File: src/rtl/seq_mul_pkg.sv
// -----------------------------------------------------------------------------
// seq_mul_pkg
// Shared definitions for the sequential shift-and-add multiplier.
//   - DEFAULT_WIDTH : default operand width
//   - state_e       : controller FSM encoding (IDLE / RUN / DONE)
//   - cnt_w()       : width of the step counter for a given operand width
// No ports (package).
// -----------------------------------------------------------------------------
package seq_mul_pkg;

    localparam int DEFAULT_WIDTH = 3;

    typedef enum logic [1:0] {
        S_IDLE = 2'd0,
        S_RUN  = 2'd1,
        S_DONE = 2'd2
    } state_e;

    // Counter must hold 0..width-1; operand widths start at 2, so this is >= 1.
    function automatic int cnt_w(input int width);
        return $clog2(width);
    endfunction

endpackage

File: src/rtl/seq_mul_ctrl_mul_add_stage.sv
// -----------------------------------------------------------------------------
// mul_add_stage
// Purely combinational DW-bit ripple-carry adder built from full-adder cells.
// When en_i is high the output is acc_i + addend_i, otherwise acc_i.
// Ports:
//   acc_i    [DW-1:0]  running accumulator
//   addend_i [DW-1:0]  shifted multiplicand
//   en_i               add enable (current multiplier bit)
//   sum_o    [DW-1:0]  acc_i + (en_i ? addend_i : 0)
// -----------------------------------------------------------------------------
module mul_add_stage
    import seq_mul_pkg::*;
#(
    parameter int DW = 2 * DEFAULT_WIDTH
) (
    input  logic [DW-1:0] acc_i,
    input  logic [DW-1:0] addend_i,
    input  logic          en_i,
    output logic [DW-1:0] sum_o
);

    logic [DW-1:0] op_b;
    logic [DW-1:0] carry;

    assign op_b     = en_i ? addend_i : '0;
    assign carry[0] = 1'b0;

    for (genvar i = 0; i < DW; i++) begin : g_fa
        assign sum_o[i] = acc_i[i] ^ op_b[i] ^ carry[i];
        // The carry out of the top cell is never built: the product always
        // fits in DW bits, so that carry is provably zero.
        if (i < DW - 1) begin : g_carry
            assign carry[i+1] = (acc_i[i] & op_b[i]) | (carry[i] & (acc_i[i] ^ op_b[i]));
        end
    end

endmodule

File: src/rtl/seq_mul_ctrl.sv
// -----------------------------------------------------------------------------
// seq_mul_ctrl
// Sequential unsigned multiplier: one partial product per clock through a
// single shared 2*WIDTH-bit adder (mul_add_stage), with valid/ready handshakes
// on the operand and result sides.
//
// Optional feature macro: SEQ_MUL_EARLY_TERM_EN
//   defined   : RUN ends as soon as the remaining multiplier bits are all zero
//               (RUN length = max(1, index of MSB set in b + 1)).
//   undefined : RUN always lasts exactly WIDTH cycles.
//
// Ports:
//   clk        rising-edge clock
//   rst        synchronous reset, active-high; aborts any operation
//   in_valid   operand pair presented
//   in_ready   operands can be accepted (high only in IDLE)
//   a, b       [WIDTH-1:0] unsigned multiplicand / multiplier
//   out_valid  product available (DONE)
//   out_ready  consumer accepts product
//   p          [2*WIDTH-1:0] product a*b, stable while out_valid is high
//   busy       high in RUN or DONE
// -----------------------------------------------------------------------------
module seq_mul_ctrl
    import seq_mul_pkg::*;
#(
    parameter int WIDTH = DEFAULT_WIDTH
) (
    input  logic                 clk,
    input  logic                 rst,
    input  logic                 in_valid,
    output logic                 in_ready,
    input  logic [WIDTH-1:0]     a,
    input  logic [WIDTH-1:0]     b,
    output logic                 out_valid,
    input  logic                 out_ready,
    output logic [2*WIDTH-1:0]   p,
    output logic                 busy
);

    localparam int PW    = 2 * WIDTH;
    localparam int CNT_W = cnt_w(WIDTH);
    localparam logic [CNT_W-1:0] CNT_LAST = CNT_W'(WIDTH - 1);

    state_e             state_q;
    logic [PW-1:0]      mcand_q, mcand_d;
    logic [PW-1:0]      acc_q, acc_d;
    logic [PW-1:0]      p_q;
    logic [WIDTH-1:0]   mplier_q, mplier_d;
    logic [CNT_W-1:0]   cnt_q, cnt_d;
    logic               in_ready_q, out_valid_q, busy_q;
    logic               last_step;

    // acc_d is acc_q + mcand_q when the current multiplier bit is set.
    mul_add_stage #(.DW(PW)) u_add (
        .acc_i    (acc_q),
        .addend_i (mcand_q),
        .en_i     (mplier_q[0]),
        .sum_o    (acc_d)
    );

    // NOTE: every signal in this block is assigned on every path, so no latch
    // can be inferred.
    always_comb begin
        mcand_d  = mcand_q << 1;
        mplier_d = mplier_q >> 1;
        cnt_d    = cnt_q + 1'b1;
`ifdef SEQ_MUL_EARLY_TERM_EN
        // Stop once no set multiplier bits remain; the counter bound still
        // holds and makes the WIDTH-cycle maximum explicit.
        last_step = (cnt_q == CNT_LAST) || (mplier_d == '0);
`else
        last_step = (cnt_q == CNT_LAST);
`endif
    end

    // NOTE: reset is sampled on the clock edge and every register, including
    // the datapath, is cleared so an aborted operation leaves no residue;
    // state updates use non-blocking assignments only.
    always_ff @(posedge clk) begin
        if (rst) begin
            state_q     <= S_IDLE;
            mcand_q     <= '0;
            mplier_q    <= '0;
            acc_q       <= '0;
            cnt_q       <= '0;
            p_q         <= '0;
            in_ready_q  <= 1'b1;
            out_valid_q <= 1'b0;
            busy_q      <= 1'b0;
        end else begin
            unique case (state_q)
                S_IDLE: begin
                    if (in_valid) begin
                        mcand_q    <= PW'(a);
                        mplier_q   <= b;
                        acc_q      <= '0;
                        cnt_q      <= '0;
                        state_q    <= S_RUN;
                        in_ready_q <= 1'b0;
                        busy_q     <= 1'b1;
                    end
                end
                S_RUN: begin
                    acc_q    <= acc_d;
                    mcand_q  <= mcand_d;
                    mplier_q <= mplier_d;
                    cnt_q    <= cnt_d;
                    if (last_step) begin
                        state_q     <= S_DONE;
                        out_valid_q <= 1'b1;
                        p_q         <= acc_d;
                    end
                end
                S_DONE: begin
                    // Going back through IDLE means no accept can coincide
                    // with the result handshake.
                    if (out_ready) begin
                        state_q     <= S_IDLE;
                        out_valid_q <= 1'b0;
                        busy_q      <= 1'b0;
                        in_ready_q  <= 1'b1;
                    end
                end
                default: begin
                    state_q <= S_IDLE;
                end
            endcase
        end
    end

    assign in_ready  = in_ready_q;
    assign out_valid = out_valid_q;
    assign busy      = busy_q;
    assign p         = p_q;

endmodule

File: config.mk
export PLATFORM = sky130hd
export DESIGN_NAME = seq_mul_ctrl
export DESIGN_NICKNAME = d
export VERILOG_FILES = /design/src/rtl/seq_mul_pkg.sv /design/src/rtl/seq_mul_ctrl_mul_add_stage.sv /design/src/rtl/seq_mul_ctrl.sv
export SDC_FILE = /design/constraint.sdc
export NUM_CORES = 1
export LEC_CHECK = 0
export ABC_AREA = 1
export ABC_CLOCK_PERIOD_IN_PS = 3690
export BUFFER_PORTS_ARGS = -buffer_cell sky130_fd_sc_hd__buf_2
export CORE_ASPECT_RATIO = 1.5
export CORE_MARGIN = 2
export CORE_UTILIZATION = 55
export CTS_CLUSTER_DIAMETER = 40
export DETAILED_ROUTE_END_ITERATION = 6
export MAX_ROUTING_LAYER = met4
export PLACE_DENSITY = 0.77
export SLEW_MARGIN = 5
export SYNTH_ARGS = -nofsm -noshare
export SYNTH_HDL_FRONTEND = slang
export SYNTH_HIERARCHICAL = 1
export SYNTH_SLANG_ARGS = --single-unit
File: constraint.sdc
create_clock -name clk -period 3.69 [get_ports clk]
set_clock_uncertainty 0.2 [all_clocks]
set_input_delay 0.369 -clock clk [delete_from_list [all_inputs] [get_ports clk]]
set_output_delay 0.369 -clock clk [all_outputs]
set_load 0.01 [all_outputs]
Yosys cells after proc, flatten, opt, wreduce, memory -nomap -nowiden
Cells that the tools add are included.

Register bits after elaboration: 28. Output and inout bits: 9. Logic and storage cells: 70.

Add/sub/neg operators: 1. Eq/ne operators: 6. Mux-type cells: 21. Bitwise operators: 24. Reduce and logical (&&, ||, !) cells: 9.

Operators by type and width (count): 6-bit one-hot mux with 2 select lines (2); 6-bit two-way mux (3); 1-bit bitwise XOR (11); 1-bit AND (9); 3-bit AND reduction (3); 2-bit two-way mux (4); 2-bit inequality test, second input constant (3); 1-bit one-hot mux with 2 select lines (3); 2-bit one-hot mux with 3 select lines (1); 3-bit one-hot mux with 2 select lines (1); 2-bit nonzero test (3); 1-bit two-way mux (5); 2-bit equality test, second input constant (2); 1-bit OR (4); 2-bit one-hot mux with 2 select lines (1); 2-bit AND reduction (2); 3-bit two-way mux (1); 2-bit by 1-bit adder with 2-bit output, second input constant (1); 2-bit by 1-bit equality test with 1-bit output, second input constant (1); 2-bit zero test (1).

Depth between registers and ports, before layout
Gate-level depths: netlist of run 1.

Depth after elaboration: 12. Gate-level depth with buffers: 17. Depth with buffers taken out: 17.

By module
The synthesis of run 1 kept the hierarchy.

By module, submodules not included: seq_mul_ctrl (instances 1, cells each 172, area each 1211.2 um^2, sequential area each 560.5 um^2); mul_add_stage (instances 1, cells each 29, area each 192.7 um^2, sequential area each 0.0 um^2).

Worst setup path before layout of run 1
No wires, ideal clock.

Path type: register to register. Start point: reg mplier_q[0]. End point: reg p_q[5], in the netlist p[5]. Setup time: 0.129 ns. Arrival: 2.475 ns. Setup slack: 0.886 ns. Stages on the path, launching flop included: 18. Period minus slack after synthesis: 2.804 ns. Path through: dfxtp_1 nand2_1 inv_1 ha_1 inv_1 fa_1 inv_1 fa_1 fa_1 fa_1 inv_1 nand2_1 nand3_2 nand2_1 inv_1 nand2_1 nand2_1 nor2_1.

Longest elaborated chain between the ends: 11.

RTL lines: from (decl) (RTL line seq_mul_ctrl.sv:48) `logic [WIDTH-1:0] mplier_q, mplier_d;`; from (signal assigned) (RTL line seq_mul_ctrl.sv:106) `mplier_q <= mplier_d;`; 6-bit two-way mux (*) (RTL line seq_mul_ctrl_mul_add_stage.sv:25) `assign op_b = en_i ? addend_i : '0;`; 1-bit AND or 1-bit bitwise XOR (tied branches) (RTL line seq_mul_ctrl_mul_add_stage.sv:33) `assign carry[i+1] = (acc_i[i] & op_b[i]) | (carry[i] & (acc_i[i] ^ op_b[i]));`; 1-bit AND (RTL line seq_mul_ctrl_mul_add_stage.sv:33); 1-bit OR (RTL line seq_mul_ctrl_mul_add_stage.sv:33); 1-bit AND (RTL line seq_mul_ctrl_mul_add_stage.sv:33); 1-bit OR (RTL line seq_mul_ctrl_mul_add_stage.sv:33); 1-bit AND (RTL line seq_mul_ctrl_mul_add_stage.sv:33); 1-bit OR (RTL line seq_mul_ctrl_mul_add_stage.sv:33); 1-bit AND (RTL line seq_mul_ctrl_mul_add_stage.sv:33); 1-bit OR (RTL line seq_mul_ctrl_mul_add_stage.sv:33); 1-bit bitwise XOR (*) (RTL line seq_mul_ctrl_mul_add_stage.sv:29) `assign sum_o[i] = acc_i[i] ^ op_b[i] ^ carry[i];`; named net acc_d[5] (RTL line seq_mul_ctrl.sv:46) `logic [PW-1:0] acc_q, acc_d;`; to (signal assigned) (RTL line seq_mul_ctrl.sv:86) `p_q <= '0;`; to (signal assigned) (RTL line seq_mul_ctrl.sv:111) `p_q <= acc_d;`; to (decl) (RTL line seq_mul_ctrl.sv:47) `logic [PW-1:0] p_q;`.

The timed path passes the listed nets; every way through them passes the cells marked *. A chain may end at the register's enable or synchronous reset.

Worst setup path in the final report of run 1
Ends and elaborated chain as after synthesis.

==> results of run 1 <==
## flip-flops by register name, indices dropped and copies added (netlist names)
register and count:
acc_q 6, busy 1, cnt_q 2, in_ready 1
mcand_q 6, mplier_q 3, out_valid 1, p 6
state_q 2
## worst max-delay path, delay by kind of cell, from the launching register on
| family | cells | cell delay (ns) |
|---|---|---|
| adder cells (fa/ha/maj) | 5 | 1.55 |
| AND/OR/NAND/NOR | 7 | 0.41 |
| flip-flops | 1 | 0.40 |
| buffers and inverters | 5 | 0.29 |
## layer usage
| layer | up-vias | GRT usage (%) |
|---|---|---|
| li1 | 624 | - |
| met1 | 533 | 22.0 |
| met2 | 19 | 34.5 |
| met3 | 2 | 3.28 |
| met4 | 0 | 7.72 |
| met5 | - | - |
## power groups by stage
| stage | sequential [uW] | clock [uW] | combinational, uW |
|---|---|---|---|
| floorplan | 329 | 0 | 53.5 |
| global placement | 331 | 0 | 62.3 |
| detailed placement | 331 | 0 | 64.6 |
| CTS | 325 | 154 | 65.1 |
| global route | 327 | 169 | 73.6 |
| finish | 325 | 148 | 64.1 |
## final cells by class
cell class | instances | area (um2) | share of cell area, %
Clock buffer | 4 | 36.3 | 2.41
Timing Repair Buffer | 18 | 90.1 | 5.98
Tap cell | 24 | 30.0 | 1.99
Multi-Input combinational cell | 127 | 641 | 42.5
Sequential cell | 28 | 561 | 37.2
Inverter | 40 | 150 | 9.96
## cell usage in the layout, fill, tap and decap left out
master	synthesis	layout
nand2_1	74	74
inv_1	37	37
dfxtp_1	28	28
buf_2	0	18
nor2_1	16	16
a21oi_1	16	16
fa_1	4	4
o21ai_0	3	3
a21oi_2	3	3
nand3_1	3	3
clkbuf_4	0	3
inv_2	2	2
nor2_4	2	2
nand2_2	2	2
ha_1	2	2
o21ai_4	1	1
clkbuf_8	0	1
clkinv_1	1	1
nand3_2	1	1
## Yosys cell counts, drive strengths merged
library cell	n	area share, %
o21ai	4	2.2
a21oi	19	7.6
clkbuf	2	0.53
ha	2	1.8
inv	39	10
nor2	18	5.9
clkinv	1	0.27
buf	4	3.2
fa	4	5.7
dfxtp	28	40
nand2	76	21
nand3	4	1.8
## logic make-up (layout without fill, tap and decap cells)
group	after synthesis	in the layout	share of synthesized area [%]
and+or+nand+nor	98	98	28.3
adders and majority gates	6	6	7.49
buffers and inverters	46	62	14.4
AOI/OAI and AO/OA	23	23	9.80
DFF	28	28	39.9
## how the worst max path moves through the flow
| stage | startpoint | end | slack, ns | cells past startpoint |
|---|---|---|---|---|
| floorplan | mplier_q[0]$_SDFFE_PP0P_ | p[5]$_SDFFE_PP0P_ | 0.89 | 17 |
| global placement | mplier_q[0]$_SDFFE_PP0P_ | p[5]$_SDFFE_PP0P_ | 0.81 | 17 |
| detailed placement | mplier_q[0]$_SDFFE_PP0P_ | p[5]$_SDFFE_PP0P_ | 0.75 | 17 |
| CTS | mplier_q[0]$_SDFFE_PP0P_ | p[5]$_SDFFE_PP0P_ | 0.73 | 17 |
| finish | mplier_q[0]$_SDFFE_PP0P_ | p[5]$_SDFFE_PP0P_ | 0.73 | 17 |
| global route | mplier_q[0]$_SDFFE_PP0P_ | p[5]$_SDFFE_PP0P_ | 0.48 | 17 |
## stage by stage
stage | cell area, um2 | hold WS (ns) | util (%)
after detailed placement | 1470 | 0.250 | 60.1
after global routing | 1510 | 0.0848 | 61.5
after floorplan | 1400 | 0.231 | -
after CTS | 1510 | 0.0927 | 61.5
after global placement | 1470 | 0.243 | 60.1
final | 1510 | 0.0986 | 61.5
==> flow_metrics.env, run 1 <==
export IMPL_status="completed"
export IMPL_boundaryPins=19
export IMPL_drv_slew=0
export IMPL_swShare_pct=25.9
export IMPL_antenna_found_initial=0
export IMPL_cts_hold_buf=0
export IMPL_synthCells=201
export IMPL_fin_crit_ns=2.96
export IMPL_htree_levels=1
export IMPL_met2WireLength_mm=1.24
export IMPL_first_pass_iters=4
export IMPL_dr_wl_met3_um=66
export IMPL_ys_seq_elements=28
export IMPL_tns_ns=0
export IMPL_hold_path_class="in -> reg"
export IMPL_p_int_uw=398
export IMPL_synth_seq_area_share_pct=39.9
export IMPL_ctsLongestPathBuffers=2
export IMPL_grt_pass1_vias=1089
export IMPL_die_w_um=45.3
export IMPL_grt_max_degree=23
export IMPL_finalWorstSetupSlack_ns=0.731
export IMPL_cpMaxStageDelayCell="fa_1"
export IMPL_clkLatencyLatePin_ns=0.32
export IMPL_crit_path_max_fanout=7
export IMPL_maxCapViolations=0
export IMPL_vdd_drop_max_v=0.000301
export IMPL_p_clk_share_pct=27.6
export IMPL_cts_sinks=28
export IMPL_grt_overflow=0
export IMPL_start_util_pct=57.3
export IMPL_arrival_ns=2.98
export IMPL_reg2reg_depth=17
export IMPL_r2r_end="p[5]$_SDFFE_PP0P_"
export IMPL_post_place_cells=237
export IMPL_cts_setup_buffers=0
export IMPL_whs_endpoint="mplier_q[2]$_SDFFE_PP0P_"
export IMPL_gp_congestion=0.791
export IMPL_slowest_delay_ns=0.44
export IMPL_rsz0062_at_grt="no"
export IMPL_drive_gt1_share_pct=15.2
export IMPL_grtUsageTotal_pct=19.9
export IMPL_top_layer_used="met4"
export IMPL_crit_chain="nand2_1 > inv_1 > ha_1 > inv_1 > fa_1 > inv_1 > fa_1 > fa_1 > fa_1 > inv_1 > nand2_1 > nand3_2 > nand2_1 > inv_1 > nand2_1 > nand2_1 > nor2_1"
export IMPL_power_uw=537
export IMPL_startpoint_type="register"
export IMPL_setup_viol=0
export IMPL_ant_nets=0
export IMPL_stdcell_count=241
export IMPL_grt_pass1_wl_mm=4.35
export IMPL_nNetsFinal=234
export IMPL_drtIter0Drc=20
export IMPL_nFillCells=223
export IMPL_clock_fmax_ghz=0.338
export IMPL_hold_viol=0
export IMPL_path_class="reg -> reg"
export IMPL_netlist_area_mm2=0.00140
export IMPL_dieArea_mm2=0.00298
export IMPL_yosys_warnings=6
export IMPL_rrSetupSlack_ns=0.73
export IMPL_synth_area_per_cell_um2=6.98
export IMPL_synthDistinctLibCells=18
export IMPL_vias=1178
export IMPL_hp_start="b[2]"
export IMPL_tightest_slew_ns=0.539
export IMPL_die_h_um=65.9
export IMPL_syn_to_final_growth_pct=7.40
export IMPL_pwr_share_seq_pct=60.4
export IMPL_syn_nets=217
export IMPL_via_per_inst=4.89
export IMPL_drc=0
export IMPL_routedWlPerCell_um=9.95
export IMPL_netSwitchingPower_uw=139
export IMPL_cts_made_buffers=3
export IMPL_antenna_cells=0
export IMPL_clk_pin_slew_worst_paths_ns=0.15
export IMPL_cts_resized=0
export IMPL_postRouteWirelength_mm=2.40
export IMPL_crit_path_end_kind="register"
export IMPL_cts_tree="built"
export IMPL_io_buffers=18
export IMPL_p_leak_uw=0.000728
export IMPL_slew_headroom_pct=63.9
export IMPL_dp_slack_ns=0.747
export IMPL_power_density_mw_per_mm2=356
export IMPL_pwr_share_comb_pct=11.9
export IMPL_finalCritPeriodShare_pct=80.2
export IMPL_wl_met1_mm=1.07
export IMPL_r2r_start="mplier_q[0]$_SDFFE_PP0P_"
export IMPL_core_area_mm2=0.00245
export IMPL_crit_required_ns=3.71
export IMPL_cts_root_buf="clkbuf_4"
export IMPL_dp_hpwl_mm=1.86
export IMPL_rows=22
export IMPL_holdPathStages=3
No activity file was read; power rests on OpenSTA's default activity.
==> run 2: changes to the inputs <==
ABC_CLOCK_PERIOD_IN_PS = 2700   (was 3690)
CORE_UTILIZATION = 50   (was 55)
PLACE_DENSITY = 0.74   (was 0.77)
clock period = 2.7 ns   (was 3.69 ns; I/O delays follow)
==> run 2 against run 1 <==
Effect of this change: hold slack got worse by 0.042 ns; final cell count grew 6.2%; utilization decreased by 2.6 points; largest power group unchanged.
==> flow_metrics.env, run 2 (same netlist as run 1, synthesis figures left out) <==
export IMPL_ctsLongestPathBuffers=2
export IMPL_grt_max_degree=23
export IMPL_drtIter0Drc=21
export IMPL_power_density_mw_per_mm2=502
export IMPL_crit_path_max_fanout=3
export IMPL_slew_headroom_pct=64.3
export IMPL_maxCapViolations=0
export IMPL_drc=0
export IMPL_grtUsageTotal_pct=19.0
export IMPL_postRouteWirelength_mm=2.40
export IMPL_multi_input_area_um2=657
export IMPL_cts_root_buf="clkbuf_8"
export IMPL_setup_viol=0
export IMPL_via_per_inst=4.48
export IMPL_dp_hpwl_mm=1.72
export IMPL_tns_ns=0
export IMPL_rrSetupSlack_ns=0.06
export IMPL_status="completed"
export IMPL_antenna_found_initial=0
export IMPL_startpoint_type="register"
export IMPL_stdcell_count=256
export IMPL_syn_to_final_growth_pct=12.3
export IMPL_rsz0062_at_grt="yes"
export IMPL_cp_startpoint="mcand_q[0]$_SDFFE_PP0P_"
export IMPL_layout_commonest_cell="nand2_1"
export IMPL_boundaryPins=19
export IMPL_clk_pin_slew_worst_paths_ns=0.09
export IMPL_grt_pass1_vias=1058
export IMPL_crit_required_ns=2.66
export IMPL_dieArea_mm2=0.00326
export IMPL_rows=23
export IMPL_r2r_start="mcand_q[0]$_SDFFE_PP0P_"
export IMPL_antenna_cells=0
export IMPL_clkLatencyLatePin_ns=0.28
export IMPL_routedWlPerCell_um=9.39
export IMPL_first_pass_iters=4
export IMPL_hold_viol=0
export IMPL_reg2reg_depth=17
export IMPL_vdd_drop_max_v=0.000328
export IMPL_tightest_slew_ns=0.533
export IMPL_seq_area_um2=563
export IMPL_finalCritPeriodShare_pct=97.8
export IMPL_power_uw=792
export IMPL_drive_gt1_share_pct=20.5
export IMPL_die_w_um=47.3
export IMPL_nNetsFinal=236
export IMPL_grt_pass1_wl_mm=4.26
export IMPL_arrival_ns=2.60
export IMPL_die_h_um=68.9
export IMPL_nFillCells=270
export IMPL_cts_sinks=28
export IMPL_drv_slew=0
export IMPL_post_place_cells=251
export IMPL_finalWorstSetupSlack_ns=0.0604
export IMPL_gp_congestion=0.755
export IMPL_endpoint="p[5]$_SDFFE_PP0P_"
export IMPL_cts_tree="built"
export IMPL_grt_overflow=0
export IMPL_whs_ns=0.0564
export IMPL_io_buffers=18
export IMPL_clock_fmax_ghz=0.379
export IMPL_cts_made_buffers=3
export IMPL_r2r_end="p[5]$_SDFFE_PP0P_"
export IMPL_cts_hold_buf=0
export IMPL_fin_crit_ns=2.64
export IMPL_layout_common_cells="73 x nand2_1, 35 x inv_1, 26 x dfxtp_1"
export IMPL_start_util_pct=52.5
export IMPL_vias=1147
export IMPL_p_leak_uw=0.000738
export IMPL_ant_nets=0
export IMPL_htree_levels=1
export IMPL_dp_slack_ns=-0.0231
export IMPL_hold_path_class="in -> reg"
export IMPL_crit_path_end_kind="register"
export IMPL_core_area_mm2=0.00268
export IMPL_path_class="reg -> reg"
[run 2: cell count changes in the layout (fill, tap and decap cells not counted), sizes merged]
cell	change
buf	+2
[run 2: per-stage QoR]
| stage | utilization, % | area (um2) |
|---|---|---|
| after global routing | 58.9 | 1580 |
| after detailed placement | 56.1 | 1500 |
| after global placement | 56.1 | 1500 |
| final | 58.9 | 1580 |
| after floorplan | - | 1410 |
| after CTS | 58.3 | 1560 |
[run 2: worst min-delay path by stage]
| stage | startpoint | end | depth (start not counted) | slack [ns] |
|---|---|---|---|---|
| after floorplan | rst | acc_q[0]$_SDFFE_PP0P_ | 1 | 0.13 |
| after global placement | out_valid$_SDFFE_PP0P_ | out_valid$_SDFFE_PP0P_ | 2 | 0.25 |
| after detailed placement | busy$_SDFFE_PP0P_ | busy$_SDFFE_PP0P_ | 2 | 0.25 |
| after CTS | b[2] | mplier_q[2]$_SDFFE_PP0P_ | 3 | 0.05 |
| after global routing | b[2] | mplier_q[2]$_SDFFE_PP0P_ | 3 | 0.07 |
| final | b[2] | mplier_q[2]$_SDFFE_PP0P_ | 3 | 0.06 |
[run 2: layer usage]
metal  global-route usage (%)  share of wire, %
met5                        -                 0
met4                     10.4               2.4
met1                     21.6                46
met2                     30.7                48
met3                     3.39               3.0
[run 2: final cells by class]
type / count / area share, %
clock buffers: 4 / 3.49
inverters: 40 / 9.52
multi-input cells: 127 / 41.7
flip-flops and latches: 28 / 35.7
well taps: 37 / 2.94
repair buffers: 20 / 6.67
[run 2: timing repair]
action | CTS | global route
endpoints found under the setup margin | 1 | 3
hold endpoints to repair | 0 | 0
resized for setup | 1 | 6
pin swaps | 2 | 3
setup buffers | 0 | 1
[run 2: where the power goes]
group	leakage (uW)	switching (uW)	total, uW	internal (uW)
clock	0.0000288	128	259	131
sequential	0.000229	11.3	441	430
combinational	0.000480	57.7	91.6	33.9
[run 2: worst max-delay path: stages (launching register included)]
cell     delay [ns]
dfxtp_2        0.33
nand2_1        0.05
inv_1          0.04
ha_2           0.16
inv_2          0.05
fa_1           0.14
inv_1          0.05
fa_2           0.34
fa_2           0.35
fa_2           0.37
inv_2          0.07
nand2_1        0.05
nand3_2        0.06
nand2_1        0.07
inv_1          0.06
nand2_1        0.04
nand2_1        0.07
nor2_1         0.03
==> run 3: changes to the inputs <==
ABC_AREA = default   (was 1)
ABC_CLOCK_PERIOD_IN_PS = 3400   (was 2700)
CORE_UTILIZATION = 55   (was 50)
PLACE_DENSITY = 0.77   (was 0.74)
clock period = 3.4 ns   (was 2.7 ns; I/O delays follow)
==> run 3 against run 2 <==
Effect of this change: area after synthesis fell by 9.4%; design area fell by 13%; first-iteration DRC count rose by 38%; critical path depth fell by 5; utilization rose by 3.2 points; global-route usage rose by 0.72 points; final cell count fell by 32%; sequential power fell by 20%; hold slack improved by 0.0047 ns; non-clock buffer count fell by 2; wire length fell by 5.9%; critical endpoint unchanged; largest power group unchanged; highest routed layer unchanged.
==> flow_metrics.env, run 3 <==
export IMPL_ctsLongestPathBuffers=2
export IMPL_final_area_mm2=0.00137
export IMPL_met2WireLength_mm=1.26
export IMPL_rrSetupSlack_ns=0.33
export IMPL_synth_top_family_by_area="compound AO/OA/AOI/OAI gates"
export IMPL_first_pass_iters=4
export IMPL_r2r_end="p[5]$_SDFFE_PP0P_"
export IMPL_clk_pin_slew_worst_paths_ns=0.14
export IMPL_postRouteWirelength_mm=2.26
export IMPL_crit_path_max_fanout=7
export IMPL_cts_made_buffers=3
export IMPL_muxShareOfSynthArea_pct=0
export IMPL_crit_required_ns=3.47
export IMPL_ys_seq_elements=28
export IMPL_wl_met1_um=918
export IMPL_grt_overflow=0
export IMPL_tns_ns=0
export IMPL_htree_levels=1
export IMPL_reg2reg_depth=12
export IMPL_synth_top_cell_area_share_pct=44.1
export IMPL_drv_slew=0
export IMPL_place_area_mm2=0.00134
export IMPL_clock_fmax_ghz=0.326
export IMPL_synth_top_area_cell="dfxtp_1"
export IMPL_synth_seq_area_share_pct=44.1
export IMPL_crit_chain="and2_1 > ha_1 > inv_1 > fa_1 > inv_1 > fa_1 > fa_1 > fa_1 > xor2_1 > xnor2_1 > nand3_1 > a21oi_1"
export IMPL_power_density_mw_per_mm2=422
export IMPL_top_layer_used="met4"
export IMPL_routedWlPerCell_um=13.0
export IMPL_synthCells=138
export IMPL_grt_pass1_vias=997
export IMPL_fin_crit_ns=3.07
export IMPL_maxCapViolations=0
export IMPL_io_buffers=18
export IMPL_dp_slack_ns=0.356
export IMPL_whs_ns=0.0611
export IMPL_whs_endpoint="mplier_q[2]$_SDFFE_PP0P_"
export IMPL_dr_wl_met3_um=57
export IMPL_via_per_inst=5.64
export IMPL_antenna_found_initial=0
export IMPL_syn_nets=154
export IMPL_yosys_warnings=6
export IMPL_ant_nets=0
export IMPL_holdPathStages=3
export IMPL_grt_max_degree=29
export IMPL_vdd_drop_max_v=0.000300
export IMPL_cts_hold_buf=0
export IMPL_clkLatencyLatePin_ns=0.32
export IMPL_finalWorstSetupSlack_ns=0.329
export IMPL_synth_common_cells="28 x dfxtp_1, 16 x nor2_1, 15 x a21oi_1, 12 x a22oi_1, 12 x nand2_1"
export IMPL_startpoint_type="register"
export IMPL_drtIter0Drc=29
export IMPL_netlist_area_mm2=0.00127
export IMPL_core_area_mm2=0.00221
export IMPL_nNetsFinal=168
export IMPL_slowest_delay_ns=0.44
export IMPL_die_h_um=62.9
export IMPL_dieArea_mm2=0.00272
export IMPL_grtUsageTotal_pct=19.8
export IMPL_rsz0062_at_grt="no"
export IMPL_rows=21
export IMPL_crit_path_end_kind="register"
export IMPL_cts_setup_buffers=0
export IMPL_cts_root_buf="clkbuf_4"
export IMPL_grt_pass1_wl_mm=4.10
export IMPL_finalCritPeriodShare_pct=90.3
export IMPL_drc=0
export IMPL_path_class="reg -> reg"
export IMPL_synthArstFlopShare_pct=0
export IMPL_synth_xor_area_share_pct=1.38
export IMPL_tightest_slew_ns=0.472
export IMPL_start_util_pct=57.7
export IMPL_synthAdderAreaFrac_pct=8.26
export IMPL_hold_path_class="in -> reg"
export IMPL_hp_start="b[2]"
export IMPL_synthSimpleGateAreaFrac_pct=18.2
export IMPL_drive_gt1_share_pct=17.2
export IMPL_yosysMostFrequentCell="dfxtp_1"
export IMPL_synth_edf_count=0
export IMPL_setup_viol=0
export IMPL_synthFlopType="dfxtp_1"
export IMPL_layout_commonest_cell="dfxtp_1"
export IMPL_cts_sinks=28
export IMPL_ys_top_cells_by_area="dfxtp_1 44%, a22oi_1 7.1%, fa_1 6.3%"
export IMPL_p_leak_uw=0.000588
export IMPL_cpMaxStageDelayCell="fa_1"
export IMPL_gp_congestion=0.748
export IMPL_r2r_start="mplier_q[0]$_SDFFE_PP0P_"
export IMPL_dp_hpwl_mm=1.66
export IMPL_slew_headroom_pct=68.5
export IMPL_synthDistinctLibCells=31
export IMPL_crit_buf_inv=2
export IMPL_arrival_ns=3.14
export IMPL_status="completed"
export IMPL_critical_path_top_delay_family="adder cells"
export IMPL_boundaryPins=19
export IMPL_cp_common_cell="fa_1"
export IMPL_power_uw=579
export IMPL_cts_tree="built"
export IMPL_layout_common_cells="28 x dfxtp_1, 18 x buf_2, 16 x nor2_1"
export IMPL_vias=981
export IMPL_die_w_um=43.3
export IMPL_cp_depth=12
export IMPL_hold_viol=0
export IMPL_syn_to_final_growth_pct=7.77
export IMPL_antenna_cells=0
export IMPL_cts_resized=0
export IMPL_synth_area_per_cell_um2=9.22
export IMPL_synth_compound_area_share_pct=20.5
## run 3: tightest hold or removal path, cell delays in order
cell,delay (ns)
buf_2,0.07
a22oi_1,0.07
nor2_1,0.08
## run 3: layout make-up
class | instances | area (um2)
Clock buffer | 4 | 36.3
Inverter | 11 | 41.3
Tap cell | 23 | 28.8
Sequential cell | 28 | 561
Fill cell | 209 | 836
Multi-Input combinational cell | 90 | 614
Timing Repair Buffer | 18 | 90.1
## run 3: routing by layer
layer / track usage [%] / vias up
met1: 21.9 / 473
met4: 7.95 / 0
met5: - / -
met3: 1.73 / 4
li1: - / 489
met2: 35.1 / 15
## run 3: how the worst max path moves through the flow
| stage | startpoint | slack (ns) | end |
|---|---|---|---|
| floorplan | mplier_q[0]$_SDFFE_PP0P_ | 0.50 | acc_q[5]$_SDFFE_PP0P_ |
| global placement | mplier_q[0]$_SDFFE_PP0P_ | 0.44 | acc_q[5]$_SDFFE_PP0P_ |
| detailed placement | mplier_q[0]$_SDFFE_PP0P_ | 0.36 | p[5]$_SDFFE_PP0P_ |
| CTS | mplier_q[0]$_SDFFE_PP0P_ | 0.30 | p[5]$_SDFFE_PP0P_ |
| global route | mplier_q[0]$_SDFFE_PP0P_ | 0.14 | p[5]$_SDFFE_PP0P_ |
| finish | mplier_q[0]$_SDFFE_PP0P_ | 0.33 | p[5]$_SDFFE_PP0P_ |
## run 3: logic make-up after synthesis
family          count (synthesis)
xor+xnor                        2
compound gates                 36
buf+inv                        20
simple gates                   46
fa+ha+maj                       6
flops                          28
## run 3: per-stage QoR
stage                     cells  utilization, %
final                       174            62.1
after global routing        174            62.1
after CTS                   174            62.1
after global placement      170            60.5
after detailed placement    170            60.5
after floorplan             138               -
## run 3: power by group
group	internal (uW)	switching, uW
clock network	65.5	95.4
logic	28.9	36.2
registers	341	12.1
total	435	144
